--- src/rtl/sfl_pkg.sv ---
// Shared definitions for serial_frame_loader.
//   - state encoding (also exposed as an enum for the FSM)
//   - default frame width and gap timeout
package sfl_pkg;

   localparam logic [1:0] S_IDLE  = 2'd0;
   localparam logic [1:0] S_SHIFT = 2'd1;
   localparam logic [1:0] S_HOLD  = 2'd2;

   localparam int DEF_WIDTH   = 8;
   localparam int DEF_TIMEOUT = 16;

   typedef enum logic [1:0] {
      ST_IDLE  = S_IDLE,
      ST_SHIFT = S_SHIFT,
      ST_HOLD  = S_HOLD
   } state_e;

endpackage

--- src/rtl/serial_frame_loader_if.sv ---
// Bus bundle for serial_frame_loader.
//   serial side : start, sdata, sval
//   parallel side: pdata, pvalid, pready
//   status      : busy, overrun, timeout_err
// slave  = the loader; master = whoever drives the stream and consumes words.
interface serial_frame_loader_if #(
   parameter int WIDTH = sfl_pkg::DEF_WIDTH
);
   logic             start;
   logic             sdata;
   logic             sval;
   logic [WIDTH-1:0] pdata;
   logic             pvalid;
   logic             pready;
   logic             busy;
   logic             overrun;
   logic             timeout_err;

   modport slave (
      input  start, sdata, sval, pready,
      output pdata, pvalid, busy, overrun, timeout_err
   );

   modport master (
      output start, sdata, sval, pready,
      input  pdata, pvalid, busy, overrun, timeout_err
   );
endinterface

--- src/rtl/dff_bank_ar.sv ---
// WIDTH-wide D register with load enable and asynchronous active-low clear.
//   clk, rst_n : clock, async clear (active low)
//   en         : load d on the rising edge
//   d / q      : data in / registered data out
module dff_bank_ar #(
   parameter int WIDTH = 8
) (
   input  logic             clk,
   input  logic             rst_n,
   input  logic             en,
   input  logic [WIDTH-1:0] d,
   output logic [WIDTH-1:0] q
);
   logic [WIDTH-1:0] data_q;

   always_ff @(posedge clk or negedge rst_n) begin
      if (!rst_n)  data_q <= '0;
      else if (en) data_q <= d;
   end

   assign q = data_q;
endmodule

--- src/rtl/serial_frame_loader.sv ---
// Serial-in / parallel-out frame capture.
// After start, shifts WIDTH bits MSB-first (one per sval cycle), then holds the
// word on pdata with pvalid until the consumer takes it (pvalid & pready).
// A frame that sees TIMEOUT consecutive idle SHIFT cycles is aborted with a
// one-cycle timeout_err. start in HOLD without a same-cycle handshake is
// dropped and flagged with a one-cycle overrun. All outputs are registered.
//   clk, rst_n : clock, async active-low reset
//   io         : serial_frame_loader_if slave modport
module serial_frame_loader
   import sfl_pkg::*;
#(
   parameter int WIDTH   = DEF_WIDTH,
   parameter int TIMEOUT = DEF_TIMEOUT
) (
   input  logic                   clk,
   input  logic                   rst_n,
   serial_frame_loader_if.slave   io
);
   localparam int BCW = $clog2(WIDTH + 1);
   localparam int GCW = $clog2(TIMEOUT + 1);
   localparam logic [BCW-1:0] BIT_LAST = BCW'(WIDTH - 1);
   localparam logic [BCW-1:0] BIT_MAX  = BCW'(WIDTH);
   localparam logic [GCW-1:0] GAP_LAST = GCW'(TIMEOUT - 1);
   localparam logic [GCW-1:0] GAP_MAX  = GCW'(TIMEOUT);

   state_e           state_q, state_d;
   logic [BCW-1:0]   bit_q, bit_d;
   logic [GCW-1:0]   gap_q, gap_d;
   logic             pvalid_q, pvalid_d;
   logic             busy_q, busy_d;
   logic             overrun_q, overrun_d;
   logic             tmo_q, tmo_d;

   // The shift register keeps only WIDTH-1 bits: the oldest bit of a full
   // frame goes straight from the shifted value into pdata, never back into
   // the shift register.
   logic             sh_en, pd_en;
   logic [WIDTH-2:0] sh_q, sh_d;
   logic [WIDTH-1:0] shifted;
   logic [WIDTH-1:0] pd_q;

   assign shifted = {sh_q, io.sdata};

   always_comb begin
      state_d   = state_q;
      bit_d     = bit_q;
      gap_d     = gap_q;
      sh_en     = 1'b0;
      sh_d      = shifted[WIDTH-2:0];
      pd_en     = 1'b0;
      overrun_d = 1'b0;
      tmo_d     = 1'b0;
      case (state_q)
         ST_IDLE: begin
            if (io.start) begin
               state_d = ST_SHIFT;
               bit_d   = '0;
               gap_d   = '0;
               sh_en   = 1'b1;
               sh_d    = '0;
            end
         end
         ST_SHIFT: begin
            // A bit on the cycle the gap limit would hit takes priority.
            if (io.sval) begin
               sh_en = 1'b1;
               gap_d = '0;
               bit_d = (bit_q == BIT_MAX) ? bit_q : bit_q + 1'b1;
               if (bit_q == BIT_LAST) begin
                  pd_en   = 1'b1;
                  state_d = ST_HOLD;
               end
            end else if (gap_q == GAP_LAST) begin
               state_d = ST_IDLE;
               tmo_d   = 1'b1;
            end else begin
               gap_d = (gap_q == GAP_MAX) ? gap_q : gap_q + 1'b1;
            end
         end
         ST_HOLD: begin
            if (io.pready) begin
               if (io.start) begin
                  state_d = ST_SHIFT;
                  bit_d   = '0;
                  gap_d   = '0;
                  sh_en   = 1'b1;
                  sh_d    = '0;
               end else begin
                  state_d = ST_IDLE;
               end
            end else if (io.start) begin
               overrun_d = 1'b1;
            end
         end
         default: state_d = ST_IDLE;
      endcase
      pvalid_d = (state_d == ST_HOLD);
      busy_d   = (state_d != ST_IDLE);
   end

   always_ff @(posedge clk or negedge rst_n) begin
      if (!rst_n) begin
         state_q   <= ST_IDLE;
         bit_q     <= '0;
         gap_q     <= '0;
         pvalid_q  <= 1'b0;
         busy_q    <= 1'b0;
         overrun_q <= 1'b0;
         tmo_q     <= 1'b0;
      end else begin
         state_q   <= state_d;
         bit_q     <= bit_d;
         gap_q     <= gap_d;
         pvalid_q  <= pvalid_d;
         busy_q    <= busy_d;
         overrun_q <= overrun_d;
         tmo_q     <= tmo_d;
      end
   end

   dff_bank_ar #(.WIDTH(WIDTH - 1)) u_shreg (
      .clk(clk), .rst_n(rst_n), .en(sh_en), .d(sh_d), .q(sh_q)
   );

   dff_bank_ar #(.WIDTH(WIDTH)) u_pdata (
      .clk(clk), .rst_n(rst_n), .en(pd_en), .d(shifted), .q(pd_q)
   );

   assign io.pdata       = pd_q;
   assign io.pvalid      = pvalid_q;
   assign io.busy        = busy_q;
   assign io.overrun     = overrun_q;
   assign io.timeout_err = tmo_q;
endmodule

--- src/flat_wrapper.sv ---
// flat-port wrapper written by rule: the top's interface ports become plain ports
module serial_frame_loader_flat import sfl_pkg::*;
#(
   parameter int WIDTH   = DEF_WIDTH,
   parameter int TIMEOUT = DEF_TIMEOUT
)
  (clk, rst_n, io_start, io_sdata, io_sval, io_pready, io_pdata, io_pvalid, io_busy, io_overrun, io_timeout_err);
  serial_frame_loader_if #(.WIDTH(WIDTH)) io_i ();
  input  logic clk;
  input  logic rst_n;
  input wire logic [$bits(io_i.start)-1:0] io_start;
  input wire logic [$bits(io_i.sdata)-1:0] io_sdata;
  input wire logic [$bits(io_i.sval)-1:0] io_sval;
  input wire logic [$bits(io_i.pready)-1:0] io_pready;
  output wire logic [$bits(io_i.pdata)-1:0] io_pdata;
  output wire logic [$bits(io_i.pvalid)-1:0] io_pvalid;
  output wire logic [$bits(io_i.busy)-1:0] io_busy;
  output wire logic [$bits(io_i.overrun)-1:0] io_overrun;
  output wire logic [$bits(io_i.timeout_err)-1:0] io_timeout_err;
  assign io_i.start = io_start;
  assign io_i.sdata = io_sdata;
  assign io_i.sval = io_sval;
  assign io_i.pready = io_pready;
  assign io_pdata = io_i.pdata;
  assign io_pvalid = io_i.pvalid;
  assign io_busy = io_i.busy;
  assign io_overrun = io_i.overrun;
  assign io_timeout_err = io_i.timeout_err;
  serial_frame_loader #(.WIDTH(WIDTH), .TIMEOUT(TIMEOUT)) u_core (.clk(clk), .rst_n(rst_n), .io(io_i));
endmodule
--- config.mk ---
export PLATFORM = sky130hd
export DESIGN_NAME = serial_frame_loader_flat
export DESIGN_NICKNAME = d
export VERILOG_FILES = /design/src/rtl/sfl_pkg.sv /design/src/rtl/serial_frame_loader_if.sv /design/src/rtl/dff_bank_ar.sv /design/src/rtl/serial_frame_loader.sv /design/src/flat_wrapper.sv
export SDC_FILE = /design/constraint.sdc
export NUM_CORES = 1
export LEC_CHECK = 0
export ABC_AREA = 1
export CAP_MARGIN = 20
export CELL_PAD_IN_SITES_DETAIL_PLACEMENT = 1
export CELL_PAD_IN_SITES_GLOBAL_PLACEMENT = 2
export CORE_UTILIZATION = 24
export DETAILED_ROUTE_END_ITERATION = 8
export GPL_ROUTABILITY_DRIVEN = 0
export GPL_TIMING_DRIVEN = 0
export PLACE_DENSITY = 0.6
export SLEW_MARGIN = 20
export SYNTH_ARGS = -nofsm -noshare
export SYNTH_HDL_FRONTEND = slang
export SYNTH_SLANG_ARGS = --single-unit
--- constraint.sdc ---
create_clock -name clk -period 1.5 [get_ports clk]
set_clock_uncertainty 0.15 [all_clocks]
set_input_delay 0.45 -clock clk [delete_from_list [all_inputs] [get_ports clk]]
set_output_delay 0.45 -clock clk [all_outputs]
set_load 0.03 [all_outputs]
==> impl_results.md, run 1 <==
- Status: finished, violations left
- Violated checks: negative setup slack
- Dpl ws: -0.597 ns
- Die X: 81.5 um
- Drt drc: 0
- Clock transition at path regs: 0.07 ns
- FILL cells: 707
- First-pass GRT wire length: 6070 um
- Syn-to-layout area delta: 36.4%
- Die H: 81.5 um
- Crit. Startpoint: u_core.gap_q[1]$_DFFE_PN0P_
- Worst Slack Setup Final: -0.0161 ns
- Seq/Total Area, Yosys: 49.5%
- Final Hold Viols: 0
- Yosys reg bits: 30
- Finished layout cell area: 0.00207 mm^2
- WL met2: 1690 um
- LEAKAGE: 1.00 nW
- Power per Cell Area: 1620 mW/mm^2
- Critical path arrival: 1.52 ns
- Die area: 0.00665 mm^2
- Tightest Pin Transition: 0.686 ns
- Max-Cap Viols: 0
- Final wirelength: 3570 um
- Top layer in use: met4
- Gate Count Post-Synth: 168
- Initial antenna violation count: 0
- CTS tree: built
- Layout cells sized above 1: 43.3%
- Max clock buf depth: 2
- WS Path Type: reg2reg
- Core ar.: 0.00603 mm^2
- Row Count: 28
- Max Freq: 660 MHz
- GRT Util Overall: 12.2%
- Req. time, crit path: 1.51 ns
- Wire length on met3: 158 um
- Reg2reg start: u_core.gap_q[1]$_DFFE_PN0P_
- Hold buffers post-CTS: 0
- Final ANT Viol Nets: 0
- Vias: 1,232
- Slew Limit Fails: 0
- Peak supply drop: 0.000541 V
- Dpl hpwl: 2400 um
- RSZ-0062 raised after global routing: yes
- Critical-path cell list: ha_2, nand2_2, nor2_4, ha_4, inv_2, o211ai_1, nand3_1
- First drt pass iteration count: 4
- Max stage delay on crit path: 0.36 ns
- Synth Warn #: 0
- H-tree depth: 2
- IO Port Bufs: 17
- Syn_area_per_cell: 9.03 um^2
- Post-Route M1 WL: 1680 um
- Num ports: 18
- Slowest stage cell, crit path: dfrtp_1
- Synthesized area: 0.00152 mm^2
- Max FO, Critical Path: 3
- Initial DRC count: 52
- Placed Area: 0.00178 mm^2
- Clk sinks: 30
- Largest net degree at the start of global routing: 31
- Clock latency on the worst-skew pair: 0.28 ns
- Unique masters post-synth: 24
- Synthesized net count: 179
- N_diodes: 0
- Min Clock Period, post-route: 1.52 ns
- Vias in the first global route: 1,283
- Setup violators final: 2
- Global route total overflow: 0
- CTS buffer count: 5
- Final worst-path cycle share: 101%
- Starting Density: 25.2%
- Final layout net count: 218
- Worst hold path class: in2async
- CP endpoint kind: flip-flop
- Root buffer cell: clkbuf_8
- CP Launch Type: flip-flop
- Mean routed wirelength per cell: 12.6 um
- Max_slew headroom: 54.3%
- DR vias/cell: 4.35
[layout make-up]
| cell class | instances | area, um^2 | area share, % |
|---|---|---|---|
| Sequential cell | 30 | 752 | 36.3 |
| Multi-Input combinational cell | 105 | 724 | 35.0 |
| Timing Repair Buffer | 32 | 254 | 12.3 |
| Inverter | 30 | 113 | 5.44 |
| Tap cell | 75 | 93.8 | 4.53 |
| Clock buffer | 6 | 82.6 | 3.99 |
| Buffer | 3 | 37.5 | 1.81 |
| Clock inverter | 2 | 12.5 | 0.605 |
[critical path: cells and delay by family, from the launching register on]
kind                       cells  cell delay (ns)
AOI/OAI and AO/OA              1             0.20
adders and majority gates      2             0.35
buffers and inverters          1             0.04
DFF                            1             0.36
and+or+nand+nor                3             0.29
[cell families (layout without fill, tap and decap cells)]
family          after synthesis  in the layout  synth area share [%]
flops                        30             30                  49.5
compound gates               24             24                  10.8
fa+ha+maj                     5              5                  4.12
buf+inv                      33             73                  9.40
simple gates                 76             76                  26.2
[repair_timing]
item                                    in CTS  in global routing
endpoints found under the setup margin      40                 25
pin swaps                                   16                  9
resized for setup                           90                 15
cloned                                       1                  0
endpoints found under the hold margin        0                  0
buffers inserted                            12                  2
[power breakdown]
| group | switching [W] | internal, W | total [W] | leakage (nW) |
|---|---|---|---|---|
| Combinational | 0.000855 | 0.000567 | 0.00142 | 0.561 |
| Clock | 0.000323 | 0.000368 | 0.000691 | 0.0472 |
| Sequential | 0.000185 | 0.00106 | 0.00125 | 0.395 |
| Total | 0.00136 | 0.00200 | 0.00336 | 1.00 |
[cells in the mapped netlist]
cell      instances  area (um^2)
ha_1              5         62.6
inv_2             2         7.51
nand3_1          17         85.1
o211ai_1          1         7.51
nand4_1           2         12.5
nand2_2           2         12.5
nor2_4            2         22.5
o21ai_4           1         16.3
nand2_8           1         20.0
dfrtp_1          30          751
buf_4             1         7.51
buf_6             2         22.5
nor2_2            1         6.26
nand2_4           1         11.3
nor3_1            1         5.00
or2_2             2         12.5
nand3_4           2         35.0
inv_1            28          105
nor2_1            5         18.8
nand2_1          39          146
o21ai_2           8         70.1
o21ai_0          13         65.1
o21ai_1           1         5.00
nand3_2           1         10.0
[worst paths after layout]
check / end / slack, ns / cells past startpoint
worst max-delay path: u_core.io.busy$_DFF_PN0_ / -0.02 / 7
worst min register to register: u_core.u_pdata.q[6]$_DFFE_PN0P_ / 0.34 / 2
worst max register to register: u_core.io.busy$_DFF_PN0_ / -0.02 / 7
max in group asynchronous: u_core.state_q[0]$_DFF_PN0_ / 0.66 / 1
min in group clk: u_core.u_pdata.q[6]$_DFFE_PN0P_ / 0.34 / 2
worst min-delay path: u_core.bit_q[3]$_DFFE_PN0P_ / 0.06 / 1
[metrics by stage]
stage                     utilization, %  std cells  hold slack [ns]  setup TNS, ns  total power (W)
after floorplan                        -        168          0.00441              0          0.00210
final                               34.3        283           0.0570        -0.0206          0.00336
after detailed placement            29.5        260            0.324         -14.78          0.00251
after CTS                           33.6        281           0.0885         -0.432          0.00337
after global routing                34.3        283            0.122          -1.70          0.00362
after global placement              29.6        260            0.317         -38.04          0.00246
[registers in the layout, indices dropped and copies added (netlist names)]
register	count
u_core.io.timeout_err	1
u_core.u_shreg.q	7
u_core.gap_q	5
u_core.io.busy	1
u_core.io.overrun	1
u_core.io.pvalid	1
u_core.state_q	2
u_core.bit_q	4
u_core.u_pdata.q	8
[layout by cell type (no fill, tap or decap)]
cell type / synthesis / layout
nand3_4: 2 / 3
dfrtp_1: 30 / 29
clkbuf_8: 0 / 6
inv_1: 28 / 24
buf_16: 0 / 1
buf_4: 1 / 12
o211ai_1: 1 / 1
buf_12: 0 / 1
dfrtp_2: 0 / 1
buf_2: 0 / 13
nand2_1: 39 / 26
nor2_4: 2 / 5
clkinv_2: 0 / 1
nand3_1: 17 / 16
nor3_1: 1 / 1
clkinvlp_4: 0 / 1
dlygate4sd2_1: 0 / 3
nand4_1: 2 / 2
ha_1: 5 / 1
nor2_2: 1 / 1
or2_2: 2 / 2
nand2_4: 1 / 2
buf_6: 2 / 2
o21ai_1: 1 / 2
nand3_2: 1 / 1
nand2_8: 1 / 1
nand2_2: 2 / 14
clkdlybuf4s50_1: 0 / 1
ha_4: 0 / 1
o21ai_0: 13 / 10
nor2_1: 5 / 2
inv_2: 2 / 6
ha_2: 0 / 3
o21ai_2: 8 / 10
buf_8: 0 / 2
o21ai_4: 1 / 1
[routing by layer]
layer / GRT usage [%] / up-vias
met5: 0 / -
met2: 19.9 / 19
met3: 3.11 / 6
met1: 15.5 / 596
met4: 4.29 / 0
li1: - / 611
No activity file was read; power rests on OpenSTA's default activity.
==> inputs of run 2 (changes only) <==
PLACE_DENSITY = unset   (was 0.6)
PLACE_DENSITY_LB_ADDON = 0.1   (was unset)
==> run 2 against run 1 <==
Highest routed layer unchanged; worst setup slack lost 0.072 ns; sequential share of layout area shrank 2.9 points; the flow still finishes with violations (negative setup slack); design area grew 8.8%; final cell count grew 2.5%.
==> impl_results.md, run 2 (synthesis gave the netlist of run 1 again) <==
- Critical path arrival: 1.59 ns (was 1.52 ns)
- Mean routed wirelength per cell: 12.9 um (was 12.6 um)
- Final wirelength: 3730 um (was 3570 um)
- Initial DRC count: 49 (was 52)
- Slew Limit Fails: 0 (unchanged)
- CP endpoint kind: flip-flop (unchanged)
- Violated checks: negative setup slack (unchanged)
- Final Power: 0.00365 W (was 0.00336 W)
- Status: finished, violations left (unchanged)
- WS Path Type: reg2reg (unchanged)
- Setup violators final: 11 (was 2)
- Clk sinks: 30 (unchanged)
- Final layout net count: 226 (was 218)
- Worst Slack Setup Final: -0.0886 ns (was -0.0161 ns)
- Num ports: 18 (unchanged)
- Fin cells: 290 (was 283)
- Drt drc: 0 (unchanged)
- Critical-path cell list: ha_2, nand2_2, nor2_4, ha_4, inv_2, o211ai_1, nand3_1 (unchanged)
- Clock latency on the worst-skew pair: 0.27 ns (was 0.28 ns)
- Row Count: 28 (unchanged)
- Final worst-path cycle share: 106% (was 101%)
- Core ar.: 0.00603 mm^2 (unchanged)
- Reg2reg path depth: 7 (unchanged)
- Layout cells sized above 1: 49.3% (was 43.3%)
- Peak supply drop: 0.000535 V (was 0.000541 V)
- Max FO, Critical Path: 3 (unchanged)
- FILL cells: 706 (was 707)
- DR vias/cell: 4.31 (was 4.35)
- Vias in the first global route: 1,337 (was 1,283)
- Max-Cap Viols: 0 (unchanged)
- H-tree depth: 2 (unchanged)
- Largest net degree at the start of global routing: 31 (unchanged)
- Power per Cell Area: 1620 mW/mm^2 (about the same)
- Dpl hpwl: 2410 um (was 2400 um)
- Clock transition at path regs: 0.06 ns (was 0.07 ns)
- CTS tree: built (unchanged)
- Worst hold path class: in2async (unchanged)
- Die area: 0.00665 mm^2 (unchanged)
- Final core occ: 37.4% (was 34.3%)
- Final ANT Viol Nets: 0 (unchanged)
- First-pass GRT wire length: 6390 um (was 6070 um)
- GRT Util Overall: 12.9% (was 12.2%)
- CTS buffer count: 5 (unchanged)
- Global route total overflow: 0 (unchanged)
- Starting Density: 25.2% (unchanged)
- RSZ-0062 raised after global routing: yes (unchanged)
- Slowest stage cell, crit path: dfrtp_1 (unchanged)
- Die X: 81.5 um (unchanged)
- Vias: 1,251 (was 1,232)
- Min Clock Period, post-route: 1.59 ns (was 1.52 ns)
- Setup TNS Final: -0.301 ns (was -0.0206 ns)
- Initial antenna violation count: 0 (unchanged)
- Tightest Pin Transition: 0.694 ns (was 0.686 ns)
- N_diodes: 0 (unchanged)
- Root buffer cell: clkbuf_8 (unchanged)
- Max clock buf depth: 2 (unchanged)
- Req. time, crit path: 1.50 ns (was 1.51 ns)
- Highest-count cells in the layout ignoring fill and taps: dfrtp_1 (29), nand2_1 (22), inv_1 (20) (was dfrtp_1 (29), nand2_1 (26), inv_1 (24))
- Syn-to-layout area delta: 48.3% (was 36.4%)
- Max stage delay on crit path: 0.38 ns (was 0.36 ns)
- Most common cell after layout, fill and taps aside: dfrtp_1 (unchanged)
- First drt pass iteration count: 4 (unchanged)
- Die H: 81.5 um (unchanged)
- Final Hold Viols: 0 (unchanged)
- IO Port Bufs: 17 (unchanged)
- CP Launch Type: flip-flop (unchanged)
- LEAKAGE: 1.07 nW (was 1.00 nW)
- Placed insts: 260 (unchanged)
- Max Freq: 629 MHz (was 660 MHz)
- Max_slew headroom: 53.7% (was 54.3%)
- Largest register FFs: 8 (unchanged)
[run 2: cell types whose count changed in the layout (fill, tap and decap cells not counted), moves of 5 or more]
cell and change:
nand2_4 +10, buf_2 -7, buf_4 +7, nand2_2 -6, o21ai_0 -5, o21ai_1 +5
[run 2: layout make-up]
cell class	instances	area [um^2]	area share (%)
Inverter	30	118	5.23
Tap cell	75	93.8	4.17
Buffer	3	41.3	1.83
Sequential cell	30	752	33.4
Clock inverter	2	10.0	0.445
Clock buffer	5	68.8	3.06
Multi-Input combinational cell	105	812	36.1
Timing Repair Buffer	40	355	15.8
[run 2: final timing paths]
kind	startpoint	endpoint	slack [ns]
worst max-delay path	u_core.gap_q[1]$_DFFE_PN0P_	u_core.io.busy$_DFF_PN0_	-0.09
worst min-delay path	rst_n	u_core.io.pvalid$_DFF_PN0_	0.07
worst max register to register	u_core.gap_q[1]$_DFFE_PN0P_	u_core.io.busy$_DFF_PN0_	-0.09
worst min register to register	u_core.u_pdata.q[7]$_DFFE_PN0P_	u_core.u_pdata.q[7]$_DFFE_PN0P_	0.36
max in group asynchronous	rst_n	u_core.state_q[0]$_DFF_PN0_	0.64
min in group clk	u_core.u_pdata.q[7]$_DFFE_PN0P_	u_core.u_pdata.q[7]$_DFFE_PN0P_	0.36
[run 2: through the flow]
step	hold slack (ns)	area (um^2)	worst slack [ns]
CTS	0.0958	2040	-0.108
detailed placement	0.321	1780	-0.586
floorplan	0.00441	1520	0.0272
global placement	0.315	1780	-0.790
global route	0.116	2250	-0.230
finish	0.0650	2250	-0.0886
[run 2: metal layers]
layer  vias to the layer above  track usage, %  part of all wire, %
met5                         -               0                    0
met4                         0            4.29                 0.78
met3                         4            3.33                  3.1
met2                        18            23.1                   53
met1                       607            14.8                   43
li1                        622               -                    -
[run 2: timing repair]
| action | CTS | global route |
|---|---|---|
| hold buffers | 0 | 0 |
| gates resized for setup | 101 | 50 |
| hold endpoints to repair | 0 | 0 |
| endpoints found under the setup margin | 40 | 32 |
| buffers inserted | 12 | 9 |
| pin swaps | 13 | 15 |
| gates cloned | 1 | 1 |
[run 2: where the power goes]
group | leakage, nW | switching (W) | internal (W)
registers | 0.395 | 0.000228 | 0.00106
logic | 0.627 | 0.000941 | 0.000806
clock network | 0.0438 | 0.000301 | 0.000311
total | 1.07 | 0.00147 | 0.00218
[run 2: worst max-delay path, delay by kind of cell, from the launching register on]
kind / cells / cell delay (ns)
compound gates: 1 / 0.21
buf+inv: 1 / 0.04
flops: 1 / 0.38
fa+ha+maj: 2 / 0.36
simple gates: 3 / 0.31
==> inputs of run 3 (changes only) <==
CORE_UTILIZATION = 30   (was 24)
==> run 3 against run 2 <==
The flow still finishes with violations (negative setup slack); non-clock buffer count is 5 higher; maximum frequency rose by 0.89%; final cell count decreased by 0.69%; critical path type unchanged; combinational power about the same; die area fell by 20%; design area down 0.61%; via count is 1.9% higher; core utilization rose by 9.4 points.
==> impl_results.md, run 3 (synthesis gave the netlist of run 1 again) <==
- Initial DRC count: 37 (was 49)
- CTS tree: built (unchanged)
- Core ar.: 0.00479 mm^2 (was 0.00603 mm^2)
- Setup violators final: 7 (was 11)
- Slowest stage cell, crit path: dfrtp_1 (unchanged)
- Req. time, crit path: 1.50 ns (about the same)
- Worst Slack Setup Final: -0.0745 ns (was -0.0886 ns)
- Placed Area: 0.00177 mm^2 (was 0.00178 mm^2)
- WS Path Type: reg2reg (unchanged)
- Final worst-path cycle share: 105% (was 106%)
- Mean routed wirelength per cell: 13.2 um (was 12.9 um)
- Finished layout cell area: 0.00224 mm^2 (was 0.00225 mm^2)
- Final Hold Slack: 0.0501 ns (was 0.0650 ns)
- Final Hold Viols: 0 (unchanged)
- Sw Share: 40.5% (was 40.3%)
- Reg2reg path depth: 7 (unchanged)
- Largest register FFs: 8 (unchanged)
- Highest-count cells in the layout ignoring fill and taps: dfrtp_1 (28), nand2_1 (27), buf_4 (22) (was dfrtp_1 (29), nand2_1 (22), inv_1 (20))
- Final Power: 0.00364 W (was 0.00365 W)
- Global route total overflow: 0 (unchanged)
- Drt drc: 0 (unchanged)
- Final wirelength: 3810 um (was 3730 um)
- Peak supply drop: 0.000669 V (was 0.000535 V)
- Dpl hpwl: 2320 um (was 2410 um)
- Status: finished, violations left (unchanged)
- Root buffer cell: clkbuf_8 (unchanged)
- Vias: 1,275 (was 1,251)
- CP Launch Type: flip-flop (unchanged)
- Most common cell after layout, fill and taps aside: dfrtp_1 (unchanged)
- Final ANT Viol Nets: 0 (unchanged)
- Clk sinks: 30 (unchanged)
- Worst hold path class: in2async (unchanged)
- Clock transition at path regs: 0.07 ns (was 0.06 ns)
- First drt pass iteration count: 4 (unchanged)
- CP endpoint kind: flip-flop (unchanged)
- Min Clock Period, post-route: 1.57 ns (was 1.59 ns)
- Critical path arrival: 1.58 ns (was 1.59 ns)
- Top delay family on crit path: flip-flops (unchanged)
- Max Freq: 635 MHz (was 629 MHz)
- Critical-path cell list: ha_2, nand2_2, nor2_4, ha_4, inv_2, o211ai_1, nand3_1 (unchanged)
- First-pass GRT wire length: 6160 um (was 6390 um)
- Clock power frac: 17.1% (was 16.8%)
- Row Count: 25 (was 28)
- Clock latency on the worst-skew pair: 0.28 ns (was 0.27 ns)
- Initial antenna violation count: 0 (unchanged)
- Syn-to-layout area delta: 47.4% (was 48.3%)
- DR vias/cell: 4.43 (was 4.31)
- Starting Density: 31.7% (was 25.2%)
- Max clock buf depth: 2 (unchanged)
- Max-Cap Viols: 0 (unchanged)
- Violated checks: negative setup slack (unchanged)
- Internal power: 0.00217 W (was 0.00218 W)
- WP depth: 7 (unchanged)
- Flop pwr share: 34.8% (was 35.4%)
- RSZ-0062 raised after global routing: yes (unchanged)
- Layout cells sized above 1: 49.3% (about the same)
- IO Port Bufs: 17 (unchanged)
- Final layout net count: 232 (was 226)
- Die X: 73.1 um (was 81.5 um)
- Crit path buf inv count: 1 (unchanged)
- Max FO, Critical Path: 3 (unchanged)
- Die area: 0.00535 mm^2 (was 0.00665 mm^2)
- Max stage delay on crit path: 0.40 ns (was 0.38 ns)
- Tightest Pin Transition: 0.684 ns (was 0.694 ns)
- Net Switching: 0.00148 W (was 0.00147 W)
- H-tree depth: 2 (unchanged)
- Die H: 73.1 um (was 81.5 um)
- Num ports: 18 (unchanged)
- Vias in the first global route: 1,258 (was 1,337)
- Largest net degree at the start of global routing: 31 (unchanged)
- Setup TNS Final: -0.268 ns (was -0.301 ns)
- N_diodes: 0 (unchanged)
- Slew Limit Fails: 0 (unchanged)
- CTS buffer count: 5 (unchanged)
- Power per Cell Area: 1630 mW/mm^2 (was 1620 mW/mm^2)
- Combinational share of power: 48.0% (was 47.9%)
- LEAKAGE: 1.07 nW (about the same)
- GRT Util Overall: 15.8% (was 12.9%)
- Max_slew headroom: 54.4% (was 53.7%)
- Final core occ: 46.7% (was 37.4%)
==> run 3: routing by layer <==
metal  track usage [%]  wire [um]
met1              17.9       1560
met2              28.1       2050
met3              3.87        129
met4              6.54         64
met5                 0          0
==> run 3: stage by stage <==
stage / setup WS, ns / cells
after floorplan: 0.0272 / 168
after global placement: -0.759 / 252
after detailed placement: -0.584 / 252
after CTS: -0.0958 / 277
after global routing: -0.172 / 288
final: -0.0745 / 288
==> run 3: final cells by class <==
type	instances	area, um^2
repair buffers	45	373
fillers	563	2550
flip-flops and latches	30	753
multi-input cells	106	791
plain buffers	3	37.5
clock inverters	2	10.0
well taps	67	83.8
inverters	30	120
clock buffers	5	68.8
==> run 3: path summary, 6_finish.rpt <==
check                                                     start                               to  slack, ns
worst min register to register  u_core.u_pdata.q[4]$_DFFE_PN0P_  u_core.u_pdata.q[4]$_DFFE_PN0P_       0.32
worst min-delay path                                      rst_n  u_core.u_pdata.q[1]$_DFFE_PN0P_       0.05
worst max-delay path                u_core.gap_q[0]$_DFFE_PN0P_         u_core.io.busy$_DFF_PN0_      -0.07
min in group clk                u_core.u_pdata.q[4]$_DFFE_PN0P_  u_core.u_pdata.q[4]$_DFFE_PN0P_       0.32
worst max register to register      u_core.gap_q[0]$_DFFE_PN0P_         u_core.io.busy$_DFF_PN0_      -0.07
max in group asynchronous                                 rst_n      u_core.state_q[0]$_DFF_PN0_       0.66
==> run 3: timing repair <==
action / in CTS / in global routing
gates resized for setup: 82 / 56
setup endpoints to repair: 40 / 27
hold buffers: 0 / 0
setup buffers: 16 / 11
pin swaps: 10 / 16
gates cloned: 2 / 0
==> run 3: power by group through the flow <==
stage               combinational (W)  sequential, W  clock (W)
global route                  0.00195        0.00130   0.000682
finish                        0.00175        0.00127   0.000624
global placement              0.00120        0.00126          0
detailed placement            0.00122        0.00128          0
CTS                           0.00138        0.00124   0.000649
floorplan                    0.000686        0.00141          0
==> run 3: worst reg2reg max path, stage by stage, from the launching register on <==
cell and delay, ns:
dfrtp_1 0.40, ha_2 0.20, nand2_2 0.08, nor2_4 0.10
ha_4 0.16, inv_2 0.04, o211ai_1 0.22, nand3_1 0.11
==> patch, RTL diff (settings of run 1) <==
The package constant `DEF_TIMEOUT` goes from 16 to 64.
--- a/src/rtl/sfl_pkg.sv
+++ b/src/rtl/sfl_pkg.sv
@@ -8,7 +8,7 @@
    localparam logic [1:0] S_HOLD  = 2'd2;
 
    localparam int DEF_WIDTH   = 8;
-   localparam int DEF_TIMEOUT = 16;
+   localparam int DEF_TIMEOUT = 64;
 
    typedef enum logic [1:0] {
       ST_IDLE  = S_IDLE,
Function: same outputs for any inputs over 10 cycles, from zero or initial values and one cycle with rst_n low; that may be too few to reach the edited logic, so the function may still have changed.
==> patch against run 1 <==
  * Clock power is 22% higher
  * Highest routed layer unchanged
  * Non-clock buffer count rose by 23
  * Power up 27%
  * The flow still finishes with violations (negative setup slack)
  * Combinational power rose by 46%
  * Setup slack lost 19 ps
  * Area after synthesis grew 8.2%
  * Sequential cell count up 2
  * Final area increased by 23%
  * Count of clock-buffer cells in the layout unchanged
  * Wire length up 32%
==> patch: results (changes against run 1) <==
The flow ran to the end, but the final reports show violations. The final reports fail on negative setup slack. Yosys attributes the largest share of cell area to sky130_fd_sc_hd__dfrtp_1, sky130_fd_sc_hd__nand2_1, sky130_fd_sc_hd__nand3_1.

The number of placed instances with taps included is 281 (+8.1%). The fraction of met3 tracks used by global routing came out at 0.02950 (-0.001613). The leakage power is 1.212 nW (+21%).

The total met3 wirelength after detailed routing is 111 um (-30%). The most critical setup path has its startpoint at u_core.state_q[1]$_DFF_PN0_. Following the worst setup path forward leads to its endpoint at u_core.bit_q[2]$_DFFE_PN0P_. The maximum resistive drop on vdd was 0.5036 mV (-6.9%). The detailed-route via count came out at 1477 (+20%). The fraction of met1 tracks used by global routing is 0.1581 (+0.003188). The number of setup violations in the final report came out at 9 (+7).

The kind of cell adding the most delay to the critical path is simple AND/OR/NAND/NOR gates. On the critical path, the stage with the largest delay is an instance of sky130_fd_sc_hd__dfrtp_2. The multi-input gate share of total cell area is 0.3574 (+0.007291).

Sorting the synthesized cells by how often they occur yields sky130_fd_sc_hd__nand2_1, sky130_fd_sc_hd__dfrtp_1, sky130_fd_sc_hd__inv_1, sky130_fd_sc_hd__nand3_1, sky130_fd_sc_hd__nor2_1. The count of cells resized by post-cts repair came out at 99 (+10%). The met1 wire length is 1.865 mm (+11%). The adder and majority gate portion of the synthesized area is 0.03046 (-0.01076). The sequential share of the synthesized area was 0.4874 (-0.007208). The number of buffers inserted to repair setup after CTS is 24 (+12). The total wire length after detailed routing is 4.717 mm (+32%). The peak fanout along the critical path came out at 6 (+3). The half-perimeter wire length of the detailed placement result came to 2.958 mm (+23%). The hold buffer count at cts is 1 (+1).

The total length of routed met2 wires was 2.654 mm (+57%). The global routing met2 resource utilization came out at 0.2579 (+0.05878). The smallest setup slack after layout came out at -35.30 ps (-19.19 ps). The multi-input combinational gate total came out at 124 (+18%). The number of fillers in the final layout is 747 (+5.7%). The endpoint of the most critical register-to-register path is u_core.bit_q[2]$_DFFE_PN0P_.

The pre-CTS setup slack came out at -689.2 ps (-91.79 ps). The stage delay of the slowest cell on the critical path is 460 ps (+100 ps). The path class of the lowest-slack min-delay path is reg -> reg. The complex-gate fraction of the synthesized area is 0.08302 (-0.02498). The global-route usage over all layers came out at 0.1400 (+0.01800).

The clock tree cell share of total cell area is 0.04216 (-0.003792). The register cell area after layout came out at 805.8 um^2 (+7.2%). The final-stage net count is 258 (+18%). The sequential cell count is 32 (+6.7%).
## patch: where the power goes
part	internal [mW]	switching, mW	leakage [nW]	total, mW
clock	0.493	0.347	0.0552	0.840
sequential	1.13	0.236	0.414	1.36
combinational	0.943	1.13	0.743	2.07
total	2.56	1.71	1.21	4.28
## patch: logic make-up after synthesis
group / count (synthesis)
DFF: 32
buffers and inverters: 30
and+or+nand+nor: 97
AOI/OAI and AO/OA: 22
adders and majority gates: 4
xor gates and xnor gates: 1
## patch: metrics by stage
stage / total power, mW / utilization / TNS [ps] / hold slack [ps] / instance area [um^2]
global placement: 2.652 / 0.2940 / -43720 / 310.0 / 1909
detailed placement: 2.725 / 0.2974 / -16430 / 224.0 / 1932
global route: 4.567 / 0.3930 / -2050 / 379.1 / 2552
CTS: 3.913 / 0.3573 / -563.2 / 336.1 / 2321
finish: 4.278 / 0.3930 / -190.5 / 327.0 / 2552
floorplan: 2.225 / - / 0 / 4.409 / 1643
